<file path="config.mk">
export PLATFORM = sky130hd
export DESIGN_NAME = serial_adder
export DESIGN_NICKNAME = d
export VERILOG_FILES = /design/src/rtl/serial_adder.sv
export SDC_FILE = /design/constraint.sdc
export NUM_CORES = 1
export LEC_CHECK = 0
export CORE_UTILIZATION = 46
export DETAILED_ROUTE_END_ITERATION = 16
export PLACE_DENSITY_LB_ADDON = 0.08
export SLEW_MARGIN = 20
export SYNTH_ARGS = -nofsm -noshare
export SYNTH_HDL_FRONTEND = slang
export SYNTH_SLANG_ARGS = --single-unit
</file>
<file path="constraint.sdc">
create_clock -name clk -period 1.55 [get_ports clk]
set_input_delay 0.2325 -clock clk [delete_from_list [all_inputs] [get_ports clk]]
set_output_delay 0.2325 -clock clk [all_outputs]
set_load 0.01 [all_outputs]
</file>
<file path="src/rtl/serial_adder.sv">
// Bit-serial NUM_BITS-wide adder: one adder_1bit cell, one bit pair per cycle, LSB first.
// Optional macro SERIAL_ADDER_SUB_EN adds a 'sub' port for a-b via inverted B and forced carry.

module adder_1bit (
    input  logic a,
    input  logic b,
    input  logic carry_in,
    output logic sum,
    output logic carry_out
);
    assign sum       = a ^ b ^ carry_in;
    assign carry_out = (a & b) | (carry_in & (a ^ b));
endmodule

module serial_adder #(
    parameter int NUM_BITS = 8
) (
    input  logic                clk,
    input  logic                n_rst,
    input  logic                start,
    input  logic [NUM_BITS-1:0] a,
    input  logic [NUM_BITS-1:0] b,
    input  logic                carry_in,
`ifdef SERIAL_ADDER_SUB_EN
    input  logic                sub,
`endif
    output logic                busy,
    output logic                done,
    output logic [NUM_BITS-1:0] sum,
    output logic                carry_out,
    output logic                overflow
);
    localparam int CW = (NUM_BITS > 1) ? $clog2(NUM_BITS) : 1;
    localparam logic [CW-1:0] LAST = CW'(NUM_BITS - 1);

    typedef enum logic [1:0] {IDLE, ADD, DONE} state_t;

    state_t              state_q, state_d;
    logic [NUM_BITS-1:0] a_sh_q, a_sh_d, b_sh_q, b_sh_d, res_q, res_d;
    logic [NUM_BITS-1:0] sum_q, sum_d;
    logic                c_q, c_d, cout_q, cout_d, ovf_q, ovf_d;
    logic [CW-1:0]       cnt_q, cnt_d;
    logic                fa_s, fa_co, load, sub_eff;

`ifdef SERIAL_ADDER_SUB_EN
    assign sub_eff = sub;
`else
    assign sub_eff = 1'b0;
`endif

    adder_1bit u_fa (
        .a        (a_sh_q[0]),
        .b        (b_sh_q[0]),
        .carry_in (c_q),
        .sum      (fa_s),
        .carry_out(fa_co)
    );

    always_comb begin
        state_d = state_q;
        a_sh_d  = a_sh_q;
        b_sh_d  = b_sh_q;
        res_d   = res_q;
        c_d     = c_q;
        cnt_d   = cnt_q;
        sum_d   = sum_q;
        cout_d  = cout_q;
        ovf_d   = ovf_q;
        load    = 1'b0;
        case (state_q)
            IDLE: load = start;
            ADD: begin
                a_sh_d = a_sh_q >> 1;
                b_sh_d = b_sh_q >> 1;
                res_d  = {fa_s, res_q[NUM_BITS-1:1]};
                c_d    = fa_co;
                cnt_d  = cnt_q + CW'(1);
                if (cnt_q == LAST) begin
                    state_d = DONE;
                    sum_d   = {fa_s, res_q[NUM_BITS-1:1]};
                    cout_d  = fa_co;
                    // c_q is still the carry into the MSB here
                    ovf_d   = c_q ^ fa_co;
                end
            end
            DONE: begin
                state_d = IDLE;
                load    = start;
            end
            default: state_d = IDLE;
        endcase
        if (load) begin
            state_d = ADD;
            a_sh_d  = a;
            b_sh_d  = sub_eff ? ~b : b;
            c_d     = sub_eff ? 1'b1 : carry_in;
            cnt_d   = '0;
        end
    end

    always_ff @(posedge clk or negedge n_rst) begin
        if (!n_rst) begin
            state_q <= IDLE;
            a_sh_q  <= '0;
            b_sh_q  <= '0;
            res_q   <= '0;
            c_q     <= 1'b0;
            cnt_q   <= '0;
            sum_q   <= '0;
            cout_q  <= 1'b0;
            ovf_q   <= 1'b0;
        end else begin
            state_q <= state_d;
            a_sh_q  <= a_sh_d;
            b_sh_q  <= b_sh_d;
            res_q   <= res_d;
            c_q     <= c_d;
            cnt_q   <= cnt_d;
            sum_q   <= sum_d;
            cout_q  <= cout_d;
            ovf_q   <= ovf_d;
        end
    end

    assign busy      = (state_q == ADD);
    assign done      = (state_q == DONE);
    assign sum       = sum_q;
    assign carry_out = cout_q;
    assign overflow  = ovf_q;

endmodule

</file>
After elaboration in Yosys (flattened, before gate mapping)
Index checks and enable logic that the tools add are counted.
{ "word_totals": {"reg_bits": 40, "output_inout_bits": 12, "n_memories": 0, "word_cells": 38, "ram_bits": 0, "in_bits": 20, "latch_bits": 0, "mem_bits_ro": 0} }
{ "classes": {"n_mul": 0, "eq_ne": 5, "n_lt_le_gt_ge": 0, "addsub": 1, "muxes": 12, "bitwise": 6, "shifts": 0, "n_div": 0, "reduce_logical": 5} }
{ "op_table": {"columns": ["cell", "count"], "rows": [
  ["$mux W8", 4],
  ["$mux W3", 2],
  ["$mux W2", 2],
  ["$pmux W2 S2", 1],
  ["$reduce_and A2 Y1", 2],
  ["$add A3 B1 Y3 const B", 1],
  ["$eq A3 B3 Y1 const B", 1],
  ["$mux W1", 3],
  ["$ne A3 B1 Y1 const B", 1],
  ["$xor A1 B1 Y1", 3],
  ["$and A1 B1 Y1", 2],
  ["$eq A2 B1 Y1 const B", 1],
  ["$eq A2 B2 Y1 const B", 1],
  ["$logic_not A2 Y1", 1],
  ["$ne A2 B2 Y1 const B", 1],
  ["$reduce_bool A2 Y1", 1],
  ["$reduce_or A2 Y1", 1],
  ["$or A1 B1 Y1", 1]
]} }

Longest topological paths before layout
Gate-level depths: netlist of run 1.
{ "logic_depth": {"word_depth": 5, "ltp_mapped": 6, "mapped_depth_nobuf": 5} }

Cells and area by module
A second synthesis of run 1 with hierarchy kept.
{ "hier_totals": {"hier_cells": 152, "area_unflattened_um2": 1785.5} }
{ "by_module_without_submodules": {"columns": ["module", "cells_per_inst", "instances", "area_each_um2", "seq_area_each_um2"], "rows": [
  ["serial_adder", 151, 1, 1765.4, 975.9],
  ["adder_1bit", 1, 1, 20.0, 0.0]
]} }

Worst setup path before layout of run 1
Ideal clock, no wire load.
{ "synth_path": {"kind": "register -> register", "startpoint": "register cnt_q[0]", "endpoint": "register cout_q (netlist: carry_out)", "path_stages_with_launch": 6, "arrival_ns": 1.371, "slack_ns": 0.053, "t_required_ns": 1.425, "setup_ns": 0.125, "synth_period_minus_slack_ns": 1.497, "n_path_buf": 1, "path_cell_list": "dfrtp_1 ha_1 ha_1 nand3b_1 buf_4 mux2_4"} }
{ "synth_via": {"elab_chain_cells": 2} }
{ "synth_lines": {"columns": ["element", "line", "text"], "rows": [
  ["from (decl)", "42", "logic [CW-1:0] cnt_q, cnt_d;"],
  ["from (signal assigned)", "118", "cnt_q <= cnt_d;"],
  ["$eq A3 B3 Y1", "78", "if (cnt_q == LAST) begin"],
  ["$reduce_and A2 Y1 (no source line)", null, null],
  ["to (signal assigned)", "120", "cout_q <= cout_d;"],
  ["to (decl)", "41", "logic c_q, c_d, cout_q, cout_d, ovf_q, ovf_d;"]
]} }
No other way between the ends.
A chain may end at the register's enable or synchronous reset.

Worst setup path in the final report of run 1
{ "layout_path": {"startpoint": "register cnt_q[1]", "endpoint": "register sum_q[0] (netlist: sum[0])"} }
{ "layout_via": {"elab_chain_cells": 2} }
{ "layout_lines": {"columns": ["element", "line", "text"], "rows": [
  ["$eq A3 B3 Y1", "78", null],
  ["$reduce_and A2 Y1 (no source line)", null, null],
  ["to (signal assigned)", "119", "sum_q <= sum_d;"],
  ["to (decl)", "40", "logic [NUM_BITS-1:0] sum_q, sum_d;"]
]} }
No other way between the ends.

==> impl_metrics.ini, run 1 <==
[global_route]
grt_pass1_vias = 1283
track_usage = 0.189
grt_max_degree = 40
gr-total-overflow = 0
antenna_found_initial = 0
grt_pass1_wl_um = 5730

[power]
switchingPower_mw = 1.50
combPwrFrac = 0.432
leakage_nw = 1.03
switching_share = 0.342
clkPwrFrac = 0.154
finalPower_mw = 4.39
worst_ir_drop_vdd_v = 0.000944
power_density_mw_per_mm2 = 1940
p_seq_frac = 0.414
internal_power_mw = 2.89

[drt]
drc = 0
routed_wl_um = 3380
drt_first_iter_violations = 58
viasPerCell = 5.20
vias = 1278
drt_first_pass_iters = 4
antenna_left = 0
post_drt_wl_per_cell_um = 13.7

[floorplanning]
start_util = 0.478
chipWidth_um = 63.7
row_count = 22
die-area_mm2 = 0.00406
coreArea_mm2 = 0.00366
ios = 32
dieHeight_um = 63.7

[logic_synthesis]
ys_types = 26
netlist_top_cells_area = dfrtp_1 56%, mux2_4 6.0%, nand2_1 4.9%
synthFlopType = dfrtp_1
synth_edf_count = 0
yosysWarnings = 0
syn_area_mm2 = 0.00175
synth_cells = 156
ys_ff_latch = 39
syn_avg_cell_area_um2 = 11.2
yosysTopAreaCell = dfrtp_1
synth_most_common_cell = dfrtp_1
synth_top_area_frac = 0.557
syn_nets = 179
synth-async-reset-ratio = 1.00
yosysSeqAreaShare = 0.557
synth_commonest_cells = 39 x dfrtp_1, 23 x nand2_1, 10 x nor2_1

[clocking]
htree_levels = 2
cts_made_buffers = 5
cts.clk_slew.worst_paths_ps = 70
tritoncts = yes
clock_latency_ps = 290
cts_buffer_depth = 2
clock_sinks = 39
root_buffer = clkbuf_8

[place]
numPortBuffers = 31
finalWeightedCongestion = 0.753
hpwlAfterDp_um = 2300

[timing]
finalCriticalPeriod_ps = 1480
report.final.hold_viol_count = 0
fin_setup_tns_ps = 0
rsz0062_at_grt = false
finClkSkew_ps = 5.03
relSlewSlack = 0.673
drv_slew = 0
max_freq_mhz = 676
tightest_slew_ps = 491
finalSetupViolations = 0
finalCritPeriodShare = 0.954

[worst_setup_path]
start_kind = register
r2r_slack_ps = 70
crit_type = reg -> reg
cp.required_ps = 1730
crit_arrival_ps = 1660
endpoint_kind = register
cp_max_fo = 12

[layout]
layout.nets = 221
diodes = 0
drive_gt1_frac = 0.172
syn2layout_area_growth_pct = 29.1

[flow_run]
drv_cap = 0

[min_path]
hold_path.class = reg -> reg

[outcome]
status = finished clean
-- cell type report --
cell class | instances | area (µm²)
inverters | 2 | 7.51
fillers | 314 | 1400
clock buffers | 6 | 82.6
repair buffers | 45 | 423
multi-input cells | 105 | 708
flip-flops and latches | 39 | 976
well taps | 48 | 60.1
clock inverters | 1 | 5.00
-- logic make-up after synthesis --
group	Yosys count	synth area share
AND/OR/NAND/NOR	55	0.142
flip-flops	39	0.557
AO/OA/AOI/OAI	28	0.102
multiplexers	18	0.126
buffers and inverters	12	0.0421
adder cells (fa/ha/maj)	3	0.0257
XOR/XNOR	1	0.00500
-- power by group through the flow --
stage	Sequential [mW]	Clock, mW	Combinational [mW]
6_report	1.82	0.676	1.90
5_1_grt	1.88	0.750	2.11
4_1_cts	1.82	0.706	1.92
3_5_place_dp	1.84	0	1.92
3_3_place_gp	1.81	0	1.85
2_1_floorplan	1.81	0	1.24
-- worst max-delay path: stages (launching register included) --
cell	delay, ps
dfrtp_1	400
ha_2	170
ha_1	180
nand3b_1	130
buf_12	160
mux2_2	330
-- layout by cell type, fill, tap and decap left out, drive strengths merged --
master         count
inv                2
clkdlybuf4s50     28
dfrtp             39
nor2b              8
clkinv             1
mux2              11
nor3               8
nor2              10
buf               14
o22ai              8
nand2             23
a211oi             6
dlygate4sd2        2
fa                 1
nand3b             1
o21ai              4
nand2b             2
ha                 2
mux2i              7
a22oi              1
dlygate4sd3        1
clkbuf             6
a21oi              6
xnor2              1
a22o               3
nand3              3
-- layer usage --
layer | vias up | share of wire | GRT usage
met5 | - | 0 | 0
met4 | 0 | 0.017 | 0.0767
met3 | 6 | 0.033 | 0.0598
met2 | 21 | 0.52 | 0.324
met1 | 627 | 0.43 | 0.216
li1 | 624 | - | -
-- state kept, by name (all words and copies together) (netlist names) --
signal / flops
a_sh_q: 8
b_sh_q: 8
c_q: 1
carry_out: 1
cnt_q: 3
overflow: 1
res_q: 7
state_q: 2
sum: 8
-- what timing repair did --
item,4_1_cts,5_1_grt
setup buffers,1,0
hold buffers,1,0
gates resized for setup,2,2
setup endpoints to repair,2,2
hold endpoints to repair,5,0
cloned,0,0
-- stage by stage --
| step | hold slack [ps] | utilization | area [µm²] | cells | setup slack (ps) |
|---|---|---|---|---|---|
| floorplan | -63.1 | - | 1750 | 156 | 53.5 |
| CTS | 503 | 0.616 | 2260 | 246 | 32.9 |
| global route | 526 | 0.618 | 2260 | 246 | 9.66 |
| finish | 494 | 0.618 | 2260 | 246 | 71.2 |
| global placement | 307 | 0.588 | 2150 | 237 | 74.6 |
| detailed placement | 318 | 0.588 | 2150 | 237 | 37.5 |
-- path summary, 6_finish.rpt --
path | from | depth (start not counted) | end
max in group asynchronous | n_rst | 3 | a_sh_q[3]
worst min-delay path | res_q[1] | 2 | res_q[1]
worst max register to register | cnt_q[1] | 5 | sum[0]
min in group asynchronous | n_rst | 3 | res_q[3]
worst min register to register | res_q[1] | 2 | res_q[1]
worst max-delay path | cnt_q[1] | 5 | sum[0]
Note: power is estimated with default switching activity, not from simulation.
==> inputs of run 2 (changes only) <==
--- a/config.mk
+++ b/config.mk
@@ -8,6 +8,7 @@
 export CORE_UTILIZATION = 46
 export DETAILED_ROUTE_END_ITERATION = 16
 export PLACE_DENSITY_LB_ADDON = 0.08
+export REMOVE_ABC_BUFFERS = 1
 export SLEW_MARGIN = 20
 export SYNTH_ARGS = -nofsm -noshare
 export SYNTH_HDL_FRONTEND = slang
==> run 2 against run 1 <==
- the flow now finishes with violations (negative hold slack)
- sequential cell count unchanged
- non-clock buffer count down 1
- power up 0.79%
- largest power group unchanged
==> impl_metrics.ini, run 2 (synthesis results as in run 1) <==
[outcome]
status = finished, violations left
failed_checks = negative hold slack

[worst_setup_path]
r2r_cells = 5
cp_max_fo = 6
cp.required_ps = 1730
endpoint_kind = register
crit_arrival_ps = 1720
crit_type = reg -> reg
start_kind = register

[floorplanning]
dieHeight_um = 63.7
die-area_mm2 = 0.00406
row_count = 22
coreArea_mm2 = 0.00366
start_util = 0.478
chipWidth_um = 63.7
ios = 32

[global_route]
met3_usage = 0.0489
gr-usage-met1 = 0.246
grt_pass1_vias = 1175
top_usage_layer = met2
grt_pass1_wl_um = 5690
antenna_found_initial = 0
gr-total-overflow = 0
grt_max_degree = 40
grt_use_met2 = 0.301
track_usage = 0.190

[layout]
syn2layout_area_growth_pct = 30.6
layout_common_cells = 39 x dfrtp_1, 28 x clkdlybuf4s50_1, 23 x nand2_1
final_cells = 246
nFillCells = 309
layout.nets = 220
final_util = 0.625
final_common_cell = dfrtp_1
diodes = 0
fin_area_mm2 = 0.00229
drive_gt1_frac = 0.187

[place]
place_ws_ps = 20.3
finalWeightedCongestion = 0.687
hpwlAfterDp_um = 2240
placed_area_mm2 = 0.00215
place_inst = 235
numPortBuffers = 31

[drt]
vias = 1279
viasPerCell = 5.20
drt_first_pass_iters = 4
antenna_left = 0
drc = 0
routed_wl_um = 3410
drt_first_iter_violations = 66
post_drt_wl_per_cell_um = 13.8

[timing]
relSlewSlack = 0.676
max_freq_mhz = 651
finClkSkew_ps = 5.23
report.final.hold_viol_count = 36
finalCriticalPeriod_ps = 1540
finalCritPeriodShare = 0.991
drv_slew = 0
rsz0062_at_grt = true
finalSetupViolations = 0
fin_setup_tns_ps = 0
hold_ws_ps = -18.6
setup_ws_ps = 14.7
tightest_slew_ps = 486

[clocking]
cts_made_buffers = 5
root_buffer = clkbuf_8
htree_levels = 2
cts_buffer_depth = 2
cts_hold_buf = 0
tritoncts = yes
cts.clk_slew.worst_paths_ps = 80
clock_sinks = 39
clock_latency_ps = 290

[power]
leakage_nw = 1.04
finalPower_mw = 4.43
power_density_mw_per_mm2 = 1940
worst_ir_drop_vdd_v = 0.000854

[flow_run]
drv_cap = 0

[min_path]
hold_path.class = in -> async
run 2: cell count changes in the layout (fill, tap and decap cells not counted), sizes merged:
cell         change
dlygate4sd3      -1
buf              -1
clkinv           +2
run 2: timing repair:
action / in CTS / in global routing
endpoints found under the hold margin: 0 / 0
gates cloned: 0 / 1
buffers inserted: 0 / 2
gates resized for setup: 2 / 5
setup endpoints to repair: 2 / 4
run 2: critical path: stages, from the launching register on:
cell	delay, ps
dfrtp_1	400
ha_2	170
ha_2	170
nand3b_1	200
clkbuf_16	200
mux2_4	290
run 2: layout make-up:
cell class              count  area [µm²]  area share
inverters                   2        7.51     0.00328
clock inverters             3        15.0     0.00656
multi-input cells         105         717       0.313
well taps                  48        60.1      0.0263
repair buffers             44         443       0.194
flip-flops and latches     39         976       0.427
clock buffers               5        68.8      0.0301
run 2: path summary, 6_finish.rpt:
kind                              to  slack [ps]      from
setup reg to reg              sum[7]          10  cnt_q[1]
hold / removal                sum[5]         -20     n_rst
max in group asynchronous  b_sh_q[7]        1220     n_rst
setup / recovery              sum[7]          10  cnt_q[1]
hold reg to reg             overflow         490  overflow
min in group clk            overflow         490  overflow
run 2: where the power goes:
part / leakage (nW) / internal [mW] / switching (mW)
Sequential: 0.478 / 1.50 / 0.317
Clock: 0.0477 / 0.308 / 0.350
Combinational: 0.516 / 1.09 / 0.865
run 2: layer usage:
metal / up-vias / share of wire
met4: 0 / 0.018
met5: - / 0
met1: 629 / 0.46
met2: 22 / 0.49
li1: 622 / -
met3: 6 / 0.031
